[src/rtl/mouse_pkg.sv]
// Shared types and helpers for the mouse step scheduler: port modes, slot FSM states,
// quadrature sequencing and saturating accumulation.
package mouse_pkg;

   localparam int DELTA_W = 9;

   typedef enum logic [1:0] {
      MT_OFF      = 2'd0,
      MT_KEMPSTON = 2'd1,
      MT_AMX      = 2'd2,
      MT_RSVD     = 2'd3
   } mouse_type_e;

   typedef enum logic [1:0] {
      S_IDLE = 2'd0,
      S_XPH  = 2'd1,
      S_YPH  = 2'd2
   } step_state_e;

   // Forward walks 00->01->11->10->00; dir=1 walks the reverse way.
   function automatic logic [1:0] gray_next(input logic [1:0] phase, input logic dir);
      logic [1:0] r;
      case (phase)
         2'b00:   r = dir ? 2'b10 : 2'b01;
         2'b01:   r = dir ? 2'b00 : 2'b11;
         2'b11:   r = dir ? 2'b01 : 2'b10;
         default: r = dir ? 2'b11 : 2'b00;
      endcase
      return r;
   endfunction

   function automatic int sat_add(input int acc, input int d, input int lim);
      int s;
      s = acc + d;
      if (s > lim)
         s = lim;
      else if (s < -lim)
         s = -lim;
      return s;
   endfunction

endpackage

[src/rtl/mouse_axis_acc.sv]
// One motion axis: scales packet deltas, accumulates with saturation, emits single-count steps,
// tracks the wrapping 8-bit position and (with MOUSE_QUAD_EN) the quadrature phase.
module mouse_axis_acc
   import mouse_pkg::*;
#(
   parameter int ACC_W = 12
) (
   input  logic               clk_sys,
   input  logic               reset_n,
   input  logic [DELTA_W-1:0] delta,
   input  logic               load,
   input  logic               clear,
   input  logic               step_en,
   input  logic [1:0]         scale,
   output logic               step,
   output logic               dir,
   output logic [7:0]         pos,
   output logic [1:0]         quad,
   output logic               nonzero
);

   localparam int LIMIT = (1 << (ACC_W - 1)) - 1;

   logic signed [ACC_W-1:0] acc;
   logic signed [ACC_W-1:0] acc_d;
   logic [DELTA_W-1:0]      mag;
   logic [DELTA_W-1:0]      shifted;
   logic signed [DELTA_W:0] scaled;
   int                      addend;

   assign nonzero = (acc != '0);
   assign dir     = acc[ACC_W-1];
   assign step    = step_en && nonzero;

   // Shift the magnitude so negative deltas truncate toward zero like positive ones.
   always_comb begin
      mag     = delta[DELTA_W-1] ? (~delta + 9'd1) : delta;
      shifted = mag >> scale;
      scaled  = delta[DELTA_W-1] ? -$signed({1'b0, shifted}) : $signed({1'b0, shifted});
      addend  = 0;
      if (load)
         addend = int'(scaled);
      if (step)
         addend = dir ? addend + 1 : addend - 1;
      acc_d = ACC_W'(sat_add(int'(acc), addend, LIMIT));
   end

   always_ff @(posedge clk_sys) begin
      if (!reset_n) begin
         acc <= '0;
         pos <= '0;
      end else begin
         acc <= clear ? '0 : acc_d;
         if (step)
            pos <= dir ? pos - 8'd1 : pos + 8'd1;
      end
   end

`ifdef MOUSE_QUAD_EN
   logic [1:0] phase;

   always_ff @(posedge clk_sys) begin
      if (!reset_n)
         phase <= 2'b00;
      else if (step)
         phase <= gray_next(phase, dir);
   end

   assign quad = phase;
`else
   assign quad = 2'b00;
`endif

endmodule

[src/rtl/mouse_step_scheduler.sv]
// Buffers host mouse packets and drains them as paced X-then-Y single steps per STEP_DIV slot.
// Quadrature outputs are live only when MOUSE_QUAD_EN is defined, otherwise tied to 00.
module mouse_step_scheduler
   import mouse_pkg::*;
#(
   parameter int STEP_DIV = 1000,
   parameter int ACC_W    = 12
) (
   input  logic       clk_sys,
   input  logic       reset_n,
   input  logic [8:0] mouse_x,
   input  logic [8:0] mouse_y,
   input  logic       mouse_strobe,
   input  logic       mouse_left,
   input  logic       mouse_right,
   input  logic [1:0] mouse_type,
   input  logic [1:0] scale,
   output logic [7:0] pos_x,
   output logic [7:0] pos_y,
   output logic [1:0] btn_n,
   output logic [1:0] quad_x,
   output logic [1:0] quad_y,
   output logic       x_step,
   output logic       x_dir,
   output logic       y_step,
   output logic       y_dir,
   output logic       busy
);

   localparam int CW = $clog2(STEP_DIV);

   logic        strobe_q;
   logic [1:0]  type_q;
   logic [CW-1:0] div_cnt;
   step_state_e state_q, state_d;
   logic        packet, tick, active, type_chg, clear;
   logic        x_en, y_en, x_nz, y_nz;

   assign packet   = (mouse_strobe != strobe_q);
   assign type_chg = (mouse_type != type_q);
   assign active   = (mouse_type == MT_KEMPSTON) || (mouse_type == MT_AMX);
   assign clear    = type_chg || !active;
   assign tick     = (div_cnt == CW'(STEP_DIV - 1));
   assign busy     = x_nz || y_nz;

   // Strobe and mode copies load from the live inputs in reset so release never looks like an event.
   always_ff @(posedge clk_sys) begin
      if (!reset_n) begin
         strobe_q <= mouse_strobe;
         type_q   <= mouse_type;
         div_cnt  <= '0;
         state_q  <= S_IDLE;
         btn_n    <= 2'b11;
      end else begin
         strobe_q <= mouse_strobe;
         type_q   <= mouse_type;
         div_cnt  <= tick ? '0 : div_cnt + CW'(1);
         state_q  <= state_d;
         btn_n    <= {~mouse_left, ~mouse_right};
      end
   end

   always_comb begin
      state_d = state_q;
      x_en    = 1'b0;
      y_en    = 1'b0;
      case (state_q)
         S_IDLE:  if (tick) state_d = S_XPH;
         S_XPH:   begin
            state_d = S_YPH;
            x_en    = 1'b1;
         end
         S_YPH:   begin
            state_d = S_IDLE;
            y_en    = 1'b1;
         end
         default: state_d = S_IDLE;
      endcase
      if (type_chg)
         state_d = S_IDLE;
      // A step is suppressed while reset is asserted or the mode is changing/off.
      if (!reset_n || clear) begin
         x_en = 1'b0;
         y_en = 1'b0;
      end
   end

   mouse_axis_acc #(.ACC_W(ACC_W)) u_x (
      .clk_sys (clk_sys),
      .reset_n (reset_n),
      .delta   (mouse_x),
      .load    (packet),
      .clear   (clear),
      .step_en (x_en),
      .scale   (scale),
      .step    (x_step),
      .dir     (x_dir),
      .pos     (pos_x),
      .quad    (quad_x),
      .nonzero (x_nz)
   );

   mouse_axis_acc #(.ACC_W(ACC_W)) u_y (
      .clk_sys (clk_sys),
      .reset_n (reset_n),
      .delta   (mouse_y),
      .load    (packet),
      .clear   (clear),
      .step_en (y_en),
      .scale   (scale),
      .step    (y_step),
      .dir     (y_dir),
      .pos     (pos_y),
      .quad    (quad_y),
      .nonzero (y_nz)
   );

endmodule

[config.mk]
export PLATFORM = sky130hd
export DESIGN_NAME = mouse_step_scheduler
export DESIGN_NICKNAME = d
export VERILOG_FILES = /design/src/rtl/mouse_pkg.sv /design/src/rtl/mouse_axis_acc.sv /design/src/rtl/mouse_step_scheduler.sv
export SDC_FILE = /design/constraint.sdc
export NUM_CORES = 1
export LEC_CHECK = 0
export CORE_UTILIZATION = 63
export DETAILED_ROUTE_END_ITERATION = 7
export PLACE_DENSITY = 0.83
export SETUP_SLACK_MARGIN = 0.4
export SYNTH_ARGS = -nofsm -noshare
export SYNTH_HDL_FRONTEND = slang
export SYNTH_SLANG_ARGS = --single-unit
[constraint.sdc]
create_clock -name clk_sys -period 18.78 [get_ports clk_sys]
set_clock_uncertainty 0.05 [all_clocks]
set_input_delay 2.817 -clock clk_sys [delete_from_list [all_inputs] [get_ports clk_sys]]
set_output_delay 2.817 -clock clk_sys [all_outputs]
set_load 0.1 [all_outputs]
==> out/results.tsv <==
stage	metric	value	unit
floorplan	ios	54	
critical_path	r2r_start	strobe_q	
power	leakagePower	4.52	nW
synth	synth_edf_count	0	
clocking	cts.sinks	57	
floorplan	coreArea	15400	um^2
power	swShare	0.405	
placement	placed_cell_area	10600	um^2
synth	ys_ff_latch	57	
sta	maxSlewViolCount	0	
finish	area_delta_synth_final	8.42	%
critical_path	critPathRequiredTime	18.91	ns
clocking	cts_buffers	9	
critical_path	startpoint	scale[0]	
finish	final_nets	1546	
sta	rsz0062_at_grt	false	
sta	timing.final.crit_share	0.651	
route	drt_first_pass_iters	5	
synth	seq_area_frac_synth	0.113	
global_routing	grt_max_degree	44	
synth	synth_flop_cell	dfxtp_1	
placement	post-dp-hpwl	21200	um
floorplan	die_w	129	um
critical_path	rr_endpoint	u_x.acc[2]	
critical_path	crit_path_max_incr_delay	1.25	ns
finish	seq_area	1140	um^2
clocking	cts_tree	built	
sta	worstMarginPinSlew	1.17	ns
finish	drive_gt1_frac	0.0426	
route	drt-total-wl	27500	um
synth	syn_inst	1400	
sta	timing.fmax	0.0818	GHz
route	first_iter_violations	852	
power	p_sw	0.223	mW
min_path	hp-class	reg -> reg	
route	antenna_left	0	
critical_path	rr_worst_depth	25	
critical_path	critPathKind	in -> reg	
sta	finalSetupViolCount	0	
critical_path	crit_path_start_kind	input port	
floorplan	start_util	0.654	
power	power_frac_seq	0.230	
synth	yosys_warnings	0	
critical_path	worstPathArrival	12.36	ns
critical_path	setup.worst_path.end	u_y.acc[7]	
floorplan	rows	45	
critical_path	critPathCaptureType	register	
route	vias_per_cell	6.63	
clocking	clk_latency	0.33	ns
critical_path	regToRegSetupSlack	10.97	ns
clocking	hold_buffers	0	
route	drc	0	
run_status	status	finished clean	
floorplan	die_y	129	um
power	power.density	50.4	nW/um^2
global_routing	grt_overflow	0	
finish	multi_input_area	8500	um^2
clocking	htree_levels	3	
finish	fin_area	10900	um^2
sta	fin_crit	12.23	ns
placement	port_buffers	49	
power	clkPwrFrac	0.295	
clocking	clockBufferDepth	2	
clocking	cts_resized	0	
global_routing	grt.total_usage	0.326	
clocking	clkTransAtPathRegs	0.06	ns
power	pwr-share-comb	0.475	
global_routing	grt_pass1_wl	44200	um
finish	diodes	0	
sta	relSlewSlack	0.215	
global_routing	grt_pass1_vias	9279	
run	cap_violations	0	
sta	setup_tns	0	ns
synth	syn_avg_cell_area	7.21	um^2
placement	place_congestion	0.989	
critical_path	cpMaxStageDelayCell	clkdlybuf4s50_1	
finish	nFillCells	1364	
synth	ys_types	92	
critical_path	path_max_fanout	36	
route	wl_per_cell	17.0	um
floorplan	die_area	16500	um^2
route	vias	10700	
clocking	post_cts_buffers	0	
power	intPower	0.328	mW
clocking	cts-root-buf	clkbuf_16	
synth	syn_area	10100	um^2
sta	hold_viol_final	0	
power	irDropWorstVdd	0.0000465	V
global_routing	antenna_found_initial	0	
synth	async_flop_share	0	
==> per-stage QoR <==
stage | hold WS, ns | worst slack [ns] | util | power [mW] | cells
2_1_floorplan | 0.353 | 8.90 | - | 0.328 | 1403
6_report | 0.408 | 6.55 | 0.709 | 0.551 | 1620
4_1_cts | 0.408 | 6.78 | 0.709 | 0.547 | 1620
3_3_place_gp | 0.372 | 6.66 | 0.690 | 0.380 | 1604
5_1_grt | 0.427 | 5.94 | 0.709 | 0.583 | 1620
3_5_place_dp | 0.401 | 6.54 | 0.690 | 0.384 | 1604
==> registers in the layout, indices dropped and copies added (netlist names) <==
name,cells
btn_n,2
div_cnt,10
state_q,2
strobe_q,1
type_q,2
u_x.acc,12
u_x.pos,8
u_y.acc,12
u_y.pos,8
==> power groups by stage <==
stage,Sequential (mW),Combinational (mW),Clock (mW)
after floorplan,0.131,0.197,0
after global placement,0.129,0.251,0
after detailed placement,0.129,0.254,0
after CTS,0.127,0.256,0.164
after global routing,0.127,0.286,0.170
final,0.127,0.262,0.163
==> worst min path at each step <==
stage	from	endpoint	slack, ns	depth (start not counted)
floorplan	state_q[0]	state_q[0]	0.35	1
global placement	state_q[0]	state_q[0]	0.37	1
detailed placement	div_cnt[0]	div_cnt[0]	0.40	1
CTS	state_q[0]	state_q[0]	0.41	1
global route	div_cnt[0]	div_cnt[0]	0.43	1
finish	state_q[0]	state_q[0]	0.41	1
==> routing by layer <==
layer | GRT usage | up-vias | wire, um | part of all wire
li1 | - | 5223 | - | -
met5 | 0 | - | 0 | 0
met1 | 0.467 | 4976 | 12700 | 0.46
met2 | 0.510 | 500 | 12100 | 0.44
met3 | 0.0449 | 48 | 2270 | 0.083
met4 | 0.0844 | 0 | 499 | 0.018
==> cell usage after synthesis, drive strengths merged, types with 21 or more instances <==
library cell / instances / area, um^2
a211oi: 27 / 203
a21o: 32 / 240
a21oi: 108 / 541
and2: 21 / 131
clkbuf: 51 / 191
dfxtp: 57 / 1140
ha: 95 / 1190
inv: 56 / 210
nand2: 159 / 597
nand3: 36 / 180
nand4: 22 / 153
nor2: 114 / 428
nor3: 35 / 180
o211ai: 21 / 158
o21ai: 101 / 521
o31ai: 24 / 180
xnor2: 71 / 622
xor2: 34 / 305
==> logic make-up (layout without fill, tap and decap cells) <==
logic type | count (synthesis) | count (layout) | synth area share
flip-flops | 57 | 57 | 0.113
buffers and inverters | 122 | 128 | 0.0471
AO/OA/AOI/OAI | 479 | 479 | 0.319
multiplexers | 15 | 15 | 0.0167
other | 1 | 4 | 0.000372
AND/OR/NAND/NOR | 501 | 501 | 0.245
XOR/XNOR | 108 | 108 | 0.0986
adder cells (fa/ha/maj) | 117 | 117 | 0.159
==> worst max-delay path, delay by kind of cell <==
kind / cells / cell delay [ns]
buffers and inverters: 2 / 2.01
XOR/XNOR: 1 / 0.15
AO/OA/AOI/OAI: 14 / 4.02
adder cells (fa/ha/maj): 4 / 1.46
AND/OR/NAND/NOR: 10 / 1.88
==> area by class of cell <==
| class | instances | share of cell area |
|---|---|---|
| clock buffers | 10 | 0.0209 |
| flip-flops and latches | 57 | 0.105 |
| repair buffers | 53 | 0.0476 |
| multi-input cells | 1224 | 0.776 |
| clock inverters | 6 | 0.00629 |
| inverters | 59 | 0.0202 |
| well taps | 211 | 0.0241 |
==> placed cells by master, fill, tap and decap left out, types with 32 or more instances in the layout <==
cell type,n
a21o_1,32
a21oi_1,108
clkdlybuf4s50_1,49
dfxtp_1,55
ha_1,95
inv_1,55
nand2_1,159
nand3_1,36
nor2_1,114
nor3_1,34
o21ai_0,85
xnor2_1,70
xor2_1,33
No activity file was read; power rests on OpenSTA's default activity.
